[config.mk]
export PLATFORM = sky130hd
export DESIGN_NAME = trng_ehr_collector_flat
export DESIGN_NICKNAME = d
export VERILOG_FILES = /design/src/rtl/trng_ehr_pkg.sv /design/src/rtl/trng_ehr_collector_if.sv /design/src/rtl/trng_ehr_wordbuf.sv /design/src/rtl/trng_ehr_collector.sv /design/src/flat_wrapper.sv
export SDC_FILE = /design/constraint.sdc
export NUM_CORES = 1
export LEC_CHECK = 0
export CORE_MARGIN = 2
export CORE_UTILIZATION = 50
export DETAILED_ROUTE_END_ITERATION = 7
export HOLD_SLACK_MARGIN = 0.05
export PLACE_DENSITY = 0.7
export SYNTH_ARGS = -nofsm -noshare
export SYNTH_HDL_FRONTEND = slang
export SYNTH_HIERARCHICAL = 1
export SYNTH_SLANG_ARGS = --single-unit
[constraint.sdc]
create_clock -name rng_clk -period 2.4 [get_ports rng_clk]
set_clock_uncertainty 0.2 [all_clocks]
set_input_delay 0.48 -clock rng_clk [delete_from_list [all_inputs] [get_ports rng_clk]]
set_output_delay 0.48 -clock rng_clk [all_outputs]
set_load 0.05 [all_outputs]
[src/rtl/trng_ehr_pkg.sv]
// Shared definitions for the TRNG entropy holding register collector:
// FSM state encoding and default geometry.
package trng_ehr_pkg;

    localparam int WORD_W_DEF    = 32;
    localparam int EHR_WORDS_DEF = 6;
    localparam int PTR_W_DEF     = 3;

    typedef enum logic [1:0] {
        IDLE  = 2'b00,
        FILL  = 2'b01,
        FULL  = 2'b10,
        DRAIN = 2'b11
    } ehr_state_t;

endpackage

[src/rtl/trng_ehr_collector_if.sv]
// Host-side read handshake and status of the EHR collector; the collector
// drives it through the slave modport, the host reader through master.
interface trng_ehr_collector_if
    import trng_ehr_pkg::*;
#(
    parameter int WORD_W = WORD_W_DEF,
    parameter int PTR_W  = PTR_W_DEF
);

    logic              rd_req;
    logic [WORD_W-1:0] rd_data;
    logic              rd_valid;
    logic              ehr_valid;
    logic              ehr_overflow;
    logic              vn_err_flag;
    logic [PTR_W-1:0]  ehr_word_cnt;

    modport master (
        output rd_req,
        input  rd_data, rd_valid, ehr_valid, ehr_overflow, vn_err_flag, ehr_word_cnt
    );

    modport slave (
        input  rd_req,
        output rd_data, rd_valid, ehr_valid, ehr_overflow, vn_err_flag, ehr_word_cnt
    );

endinterface

[src/rtl/trng_ehr_wordbuf.sv]
// EHR word storage: one write port, one registered read port and a
// synchronous clear that also zeroes the read data register.
module trng_ehr_wordbuf
    import trng_ehr_pkg::*;
#(
    parameter int WORD_W    = WORD_W_DEF,
    parameter int EHR_WORDS = EHR_WORDS_DEF,
    parameter int PTR_W     = PTR_W_DEF
) (
    input  logic              rng_clk,
    input  logic              rst_n,
    input  logic              clr,
    input  logic              we,
    input  logic [PTR_W-1:0]  wr_ptr,
    input  logic [WORD_W-1:0] wdata,
    input  logic              re,
    input  logic [PTR_W-1:0]  rd_ptr,
    output logic [WORD_W-1:0] rdata
);

    logic [WORD_W-1:0] mem [EHR_WORDS];

    always_ff @(posedge rng_clk or negedge rst_n) begin
        if (!rst_n) begin
            for (int i = 0; i < EHR_WORDS; i++) mem[i] <= '0;
            rdata <= '0;
        end else if (clr) begin
            for (int i = 0; i < EHR_WORDS; i++) mem[i] <= '0;
            rdata <= '0;
        end else begin
            if (we) mem[wr_ptr] <= wdata;
            if (re) rdata <= mem[rd_ptr];
        end
    end

endmodule

[src/rtl/trng_ehr_collector.sv]
// Packs the filtered TRNG bit stream into words, holds a full EHR until the
// host drains it, and flushes on von Neumann errors or enable loss in FILL.
module trng_ehr_collector
    import trng_ehr_pkg::*;
#(
    parameter int WORD_W    = WORD_W_DEF,
    parameter int EHR_WORDS = EHR_WORDS_DEF,
    parameter int PTR_W     = PTR_W_DEF
) (
    input  logic                rng_clk,
    input  logic                rst_n,
    input  logic                rst_trng_logic,
    input  logic                rnd_src_en,
    input  logic                bit_valid,
    input  logic                bit_data,
    input  logic                vn_err,
    trng_ehr_collector_if.slave ehr
);

    localparam int CNT_W = $clog2(WORD_W);

    ehr_state_t        state;
    logic [WORD_W-2:0] shreg;
    logic [CNT_W-1:0]  bit_cnt;
    logic [PTR_W-1:0]  wr_ptr;
    logic [PTR_W-1:0]  rd_ptr;
    logic [PTR_W-1:0]  word_cnt;
    logic              ehr_valid_q;
    logic              overflow_q;
    logic              vn_flag_q;
    logic              rd_valid_q;
    logic              collect;
    logic              word_done;
    logic              rd_accept;
    logic              last_read;
    logic [WORD_W-1:0] wdata;
    logic [WORD_W-1:0] rdata;

    // Only the low WORD_W-1 bits are stored; the incoming bit completes the word.
    assign wdata     = {shreg, bit_data};
    assign collect   = (state == FILL) && rnd_src_en && bit_valid && !vn_err && !rst_trng_logic;
    assign word_done = collect && (bit_cnt == CNT_W'(WORD_W - 1));
    assign rd_accept = ((state == FULL) || (state == DRAIN)) && ehr.rd_req
                       && !vn_err && !rst_trng_logic;
    assign last_read = rd_accept && (rd_ptr == PTR_W'(EHR_WORDS - 1));

    trng_ehr_wordbuf #(
        .WORD_W    (WORD_W),
        .EHR_WORDS (EHR_WORDS),
        .PTR_W     (PTR_W)
    ) u_wordbuf (
        .rng_clk (rng_clk),
        .rst_n   (rst_n),
        .clr     (rst_trng_logic),
        .we      (word_done),
        .wr_ptr  (wr_ptr),
        .wdata   (wdata),
        .re      (rd_accept),
        .rd_ptr  (rd_ptr),
        .rdata   (rdata)
    );

    always_ff @(posedge rng_clk or negedge rst_n) begin
        if (!rst_n) begin
            state       <= IDLE;
            shreg       <= '0;
            bit_cnt     <= '0;
            wr_ptr      <= '0;
            rd_ptr      <= '0;
            word_cnt    <= '0;
            ehr_valid_q <= 1'b0;
            overflow_q  <= 1'b0;
            vn_flag_q   <= 1'b0;
            rd_valid_q  <= 1'b0;
        end else if (rst_trng_logic) begin
            state       <= IDLE;
            shreg       <= '0;
            bit_cnt     <= '0;
            wr_ptr      <= '0;
            rd_ptr      <= '0;
            word_cnt    <= '0;
            ehr_valid_q <= 1'b0;
            overflow_q  <= 1'b0;
            vn_flag_q   <= 1'b0;
            rd_valid_q  <= 1'b0;
        end else begin
            rd_valid_q <= rd_accept;
            if (vn_err && (state != IDLE)) begin
                shreg       <= '0;
                bit_cnt     <= '0;
                wr_ptr      <= '0;
                rd_ptr      <= '0;
                word_cnt    <= '0;
                ehr_valid_q <= 1'b0;
                vn_flag_q   <= 1'b1;
                state       <= rnd_src_en ? FILL : IDLE;
            end else begin
                case (state)
                    IDLE: if (rnd_src_en) state <= FILL;
                    FILL: begin
                        if (!rnd_src_en) begin
                            shreg    <= '0;
                            bit_cnt  <= '0;
                            wr_ptr   <= '0;
                            word_cnt <= '0;
                            state    <= IDLE;
                        end else if (bit_valid) begin
                            shreg <= wdata[WORD_W-2:0];
                            if (word_done) begin
                                bit_cnt  <= '0;
                                wr_ptr   <= wr_ptr + 1'b1;
                                word_cnt <= word_cnt + 1'b1;
                                if (word_cnt == PTR_W'(EHR_WORDS - 1)) begin
                                    state       <= FULL;
                                    ehr_valid_q <= 1'b1;
                                end
                            end else begin
                                bit_cnt <= bit_cnt + 1'b1;
                            end
                        end
                    end
                    // A held EHR survives enable loss; it is drained before returning to IDLE.
                    FULL, DRAIN: begin
                        if ((state == FULL) && bit_valid) overflow_q <= 1'b1;
                        if (last_read) begin
                            rd_ptr      <= '0;
                            wr_ptr      <= '0;
                            word_cnt    <= '0;
                            ehr_valid_q <= 1'b0;
                            state       <= rnd_src_en ? FILL : IDLE;
                        end else if (rd_accept) begin
                            rd_ptr <= rd_ptr + 1'b1;
                            state  <= DRAIN;
                        end
                    end
                    default: state <= IDLE;
                endcase
            end
        end
    end

    assign ehr.rd_data      = rdata;
    assign ehr.rd_valid     = rd_valid_q;
    assign ehr.ehr_valid    = ehr_valid_q;
    assign ehr.ehr_overflow = overflow_q;
    assign ehr.vn_err_flag  = vn_flag_q;
    assign ehr.ehr_word_cnt = word_cnt;

endmodule

[src/flat_wrapper.sv]
// flat-port wrapper written by rule: the top's interface ports become plain ports
module trng_ehr_collector_flat import trng_ehr_pkg::*;
#(
    parameter int WORD_W    = WORD_W_DEF,
    parameter int EHR_WORDS = EHR_WORDS_DEF,
    parameter int PTR_W     = PTR_W_DEF
)
  (rng_clk, rst_n, rst_trng_logic, rnd_src_en, bit_valid, bit_data, vn_err, ehr_rd_req, ehr_rd_data, ehr_rd_valid, ehr_ehr_valid, ehr_ehr_overflow, ehr_vn_err_flag, ehr_ehr_word_cnt);
  trng_ehr_collector_if #(.WORD_W(WORD_W), .PTR_W(PTR_W)) ehr_i ();
  input  logic rng_clk;
  input  logic rst_n;
  input  logic rst_trng_logic;
  input  logic rnd_src_en;
  input  logic bit_valid;
  input  logic bit_data;
  input  logic vn_err;
  input wire logic [$bits(ehr_i.rd_req)-1:0] ehr_rd_req;
  output wire logic [$bits(ehr_i.rd_data)-1:0] ehr_rd_data;
  output wire logic [$bits(ehr_i.rd_valid)-1:0] ehr_rd_valid;
  output wire logic [$bits(ehr_i.ehr_valid)-1:0] ehr_ehr_valid;
  output wire logic [$bits(ehr_i.ehr_overflow)-1:0] ehr_ehr_overflow;
  output wire logic [$bits(ehr_i.vn_err_flag)-1:0] ehr_vn_err_flag;
  output wire logic [$bits(ehr_i.ehr_word_cnt)-1:0] ehr_ehr_word_cnt;
  assign ehr_i.rd_req = ehr_rd_req;
  assign ehr_rd_data = ehr_i.rd_data;
  assign ehr_rd_valid = ehr_i.rd_valid;
  assign ehr_ehr_valid = ehr_i.ehr_valid;
  assign ehr_ehr_overflow = ehr_i.ehr_overflow;
  assign ehr_vn_err_flag = ehr_i.vn_err_flag;
  assign ehr_ehr_word_cnt = ehr_i.ehr_word_cnt;
  trng_ehr_collector #(.WORD_W(WORD_W), .EHR_WORDS(EHR_WORDS), .PTR_W(PTR_W)) u_core (.rng_clk(rng_clk), .rst_n(rst_n), .rst_trng_logic(rst_trng_logic), .rnd_src_en(rnd_src_en), .bit_valid(bit_valid), .bit_data(bit_data), .vn_err(vn_err), .ehr(ehr_i));
endmodule
==> metrics.txt <==
status=completed; Post-DRT Antenna Nets=0; post-synthesis cell type count=56; Core Rows=between 50 and 60; I/O Buffers=46; reg-to-reg critical path startpoint=u_core/bit_cnt[1]; RSZ-0062 raised after global routing=yes; DP HPWL=19.26 mm; Nets=approximately 1400; Starting DRT DRC Count=just over 900; Worst Max-Slew Pin Slew=780.3 ps; synthesized cell area=about 13000 sq um; DR vias/cell=5.829; crit-path most repeated cell=buf_6; Die X=about 170 microns; DRC=0; share of cells above drive strength 1=0.1449; grt ovf=0; number of global-route vias before repair=around 10000; syn avg cell area=between 9 and 10 sq um; startpoint types=flip-flop; core footprint=25840 sq um; Critical Path Start=u_core/bit_cnt[1]; CTS tree=yes; Final Cell Area=15540 sq um; final core utilization=0.6014; Clk pwr share=0.469; net switching power=between 0.002 and 0.0025 W; Final Max Tran Viols=0; flop2flop setup slack=between 20 and 30 ps; crit path max-delay cell type=and4b_4; number of fill cells in the layout=about 2200; clk slew on worst S/H paths=~60 ps; Max FO, Critical Path=7; Hold Startpoint=rst_trng_logic; TritonCTS Buffers=29; WL per Instance=a little under 20 microns; final wirelength=34.38 mm; FMAX=approximately 420 MHz; # IOs=47; Final min period=2375 ps; Synth Warn #=6; number of inserted diodes=0; Starting Density=0.5036; peak supply drop=between 500 and 600 uV; syn_nets=1367; DP Area=14220 sq um; setup total negative slack=0 ps; Slew HR=0.4798; Synth-to-Final Area Change=19.42%; RePlAce Congestion=0.7913; routed vias=about 10000; LEAKAGE=about 6.6 nW; Total GRT Usage=0.2464; Tcrit/Tclk final=0.9894; WP data required=between 2000 and 3000 ps; sequential area share after synthesis=0.5289; Clock Root Buffer=clkbuf_16; worst-path cell chain=ha_2 -> and3_4 -> ha_4 -> nand3_4 -> inv_2 -> buf_6 -> buf_6 -> and4b_4 -> clkbuf_16 -> nand2_1 -> a21oi_2; Setup Crit Path Kind=reg -> reg; CTS Buffer Depth=3; H-tree depth=1; logic gate share of total power=0.049; RR Endpoint=u_core/u_wordbuf/mem[82]; CP max stage delay=about 400 ps; initial antenna violation count=0; Die Ht=around 170 microns; CTS sink count=roughly 280; Max-Cap Viols=0; Worst EP arrival=2640 ps; Worst setup EP type=flip-flop; Sw Share=0.2245; Final Hold Fails=0; Seq pwr share=0.482; Power Dens Cells=roughly 620 nW/um^2; Worst-Skew Late Latency=550 ps; first-pass GRT wire length=between 50 and 60 mm; flops & latches, synth=~280; Gate Count Post-Synth=between 1000 and 1500; Hold Crit Class=in -> reg; die area=27330 sq um; Worst Reg-to-Reg Cells=11; Setup crit end=u_core/u_wordbuf/mem[82]; Initial DRT Pass Iterations=5; internal power=0.007495 W; largest net degree at the start of global routing=~150; Final setup viols=0
cells in the mapped netlist, drive strengths merged:
| cell | n | area, sq um |
|---|---|---|
| nand3 | 5 | 25.02 |
| nand4b | 3 | 26.28 |
| nand3b | 1 | 7.510 |
| o22a | 32 | 280.3 |
| dfrtp | 275 | 6882 |
| ha | 7 | 87.58 |
| nor2 | 39 | 162.7 |
| nand4bb | 3 | 33.78 |
| nor4bb | 1 | 10.01 |
| a22o | 26 | 227.7 |
| and4bb | 3 | 37.54 |
| o32ai | 1 | 8.760 |
| nor4b | 4 | 50.05 |
| mux2 | 36 | 412.9 |
| a21oi | 202 | 1026 |
| and4b | 2 | 20.02 |
| inv | 9 | 33.78 |
| nor2b | 2 | 12.51 |
| a31oi | 2 | 27.53 |
| and2 | 1 | 6.260 |
| or3b | 2 | 17.52 |
| or4b | 2 | 23.77 |
| and3 | 4 | 25.02 |
| o21a | 1 | 7.510 |
| or4 | 2 | 15.01 |
| o22ai | 1 | 12.51 |
| o21ai | 14 | 70.06 |
| o31ai | 2 | 15.01 |
| nand2b | 2 | 12.51 |
| a21o | 1 | 7.510 |
| or2 | 2 | 12.52 |
| nand4 | 4 | 25.02 |
| nor3 | 2 | 15.01 |
| o211ai | 3 | 22.52 |
| nand2 | 441 | 1655 |
| buf | 61 | 357.8 |
| a311oi | 32 | 468.0 |
| mux2i | 65 | 650.6 |
| clkbuf | 56 | 210.2 |
| o211a | 1 | 10.01 |
metrics by stage:
stage	total power, W	cells	setup slack, ps	hold WS [ps]
after floorplan	0.004970	1352	-12.71	-15.59
after global placement	0.005208	1684	-293.8	247.2
after detailed placement	0.005214	1684	-331.2	250.7
after CTS	0.009726	1736	1.114	65.54
after global routing	0.009973	1750	-44.97	85.55
final	0.009664	1750	25.49	93.71
cells in the final DEF (no fill, tap or decap), types with 3 or more instances in the layout:
cell type	instances
dlygate4sd2_1	20
o211ai_1	3
nand4_1	4
nand3_1	4
buf_6	5
nand4b_1	3
nand4bb_1	3
ha_1	5
clkinv_2	7
clkdlybuf4s50_1	7
dlymetal6s2s_1	17
o22a_1	32
mux2_2	4
o21ai_0	11
inv_1	8
clkbuf_1	3
a311oi_2	30
dfrtp_1	273
and3_1	3
a21oi_1	190
nand2_1	439
mux2_1	30
o21ai_1	3
bufinv_16	3
a21oi_2	11
mux2i_1	65
clkinvlp_4	3
a22o_1	26
clkbuf_8	7
nor2_1	38
clkbuf_16	34
buf_12	28
buf_4	43
worst min-delay path by stage:
| stage | end | slack, ps | cells after the start |
|---|---|---|---|
| 3_5_place_dp | u_core/ehr.ehr_valid | 250 | 1 |
| 2_1_floorplan | u_core/bit_cnt[0] | -20 | 0 |
| 6_report | u_core/ehr.ehr_overflow | 90 | 3 |
| 3_3_place_gp | u_core/ehr.ehr_valid | 250 | 1 |
| 5_1_grt | u_core/ehr.vn_err_flag | 90 | 3 |
| 4_1_cts | u_core/ehr.ehr_overflow | 70 | 3 |
sequential cells by signal (all words and copies together), names as in the netlist, 2 cells and up:
register and cells:
u_core/rd_ptr 3, u_core/bit_cnt 5, u_core/u_wordbuf/rdata 32, u_core/state 2, u_core/shreg 31, u_core/ehr.ehr_word_cnt 3
u_core/wr_ptr 3, u_core/u_wordbuf/mem 192
timing repair:
item                                    in CTS  in global routing
endpoints found under the hold margin       49                  0
pin swaps                                    0                  4
gates cloned                                 0                  7
hold buffers                                 1                  0
endpoints found under the setup margin      20                209
buffers inserted                             0                  7
resized for setup                           20                 52
power groups by stage:
stage / clock network [W] / registers [W] / logic, W
final: 0.00453 / 0.00466 / 0.000473
after global routing: 0.00480 / 0.00466 / 0.000514
after CTS: 0.00460 / 0.00466 / 0.000471
after detailed placement: 0 / 0.00474 / 0.000472
after global placement: 0 / 0.00474 / 0.000466
after floorplan: 0 / 0.00476 / 0.000206
kinds of logic (layout without fill, tap and decap cells):
family	count (synthesis)	in the layout	synth area share
flip-flops	275	275	0.5289
AND/OR/NAND/NOR	525	525	0.1686
AO/OA/AOI/OAI	318	318	0.1678
buffers and inverters	126	189	0.04625
multiplexers	101	101	0.08174
adder cells (fa/ha/maj)	7	7	0.006731
worst max-delay path: cells and delay by family (launching register included):
kind / cells / cell delay (ps)
adder cells (fa/ha/maj): 2 / 350
AND/OR/NAND/NOR: 4 / 740
buffers and inverters: 4 / 510
AO/OA/AOI/OAI: 1 / 130
flip-flops: 1 / 370
final cells by class:
class,count,area (sq um),area share
sequential,275,6887,0.4432
multi-input combinational,951,5654,0.3639
timing repair buffer,129,1577,0.1015
clock buffer,38,819.5,0.05275
tap,335,419.2,0.02698
clock inverter,13,147.6,0.009502
inverter,9,33.78,0.002174
routing by layer:
| layer | track usage | wire length, microns | up-vias |
|---|---|---|---|
| li1 | - | - | 4710 |
| met1 | 0.3584 | 14890 | 5050 |
| met2 | 0.3991 | 16120 | 390 |
| met3 | 0.03122 | 2671 | 50 |
| met4 | 0.05251 | 692 | 0 |
| met5 | 0 | 0 | - |
(Power assumes the default switching activity.)
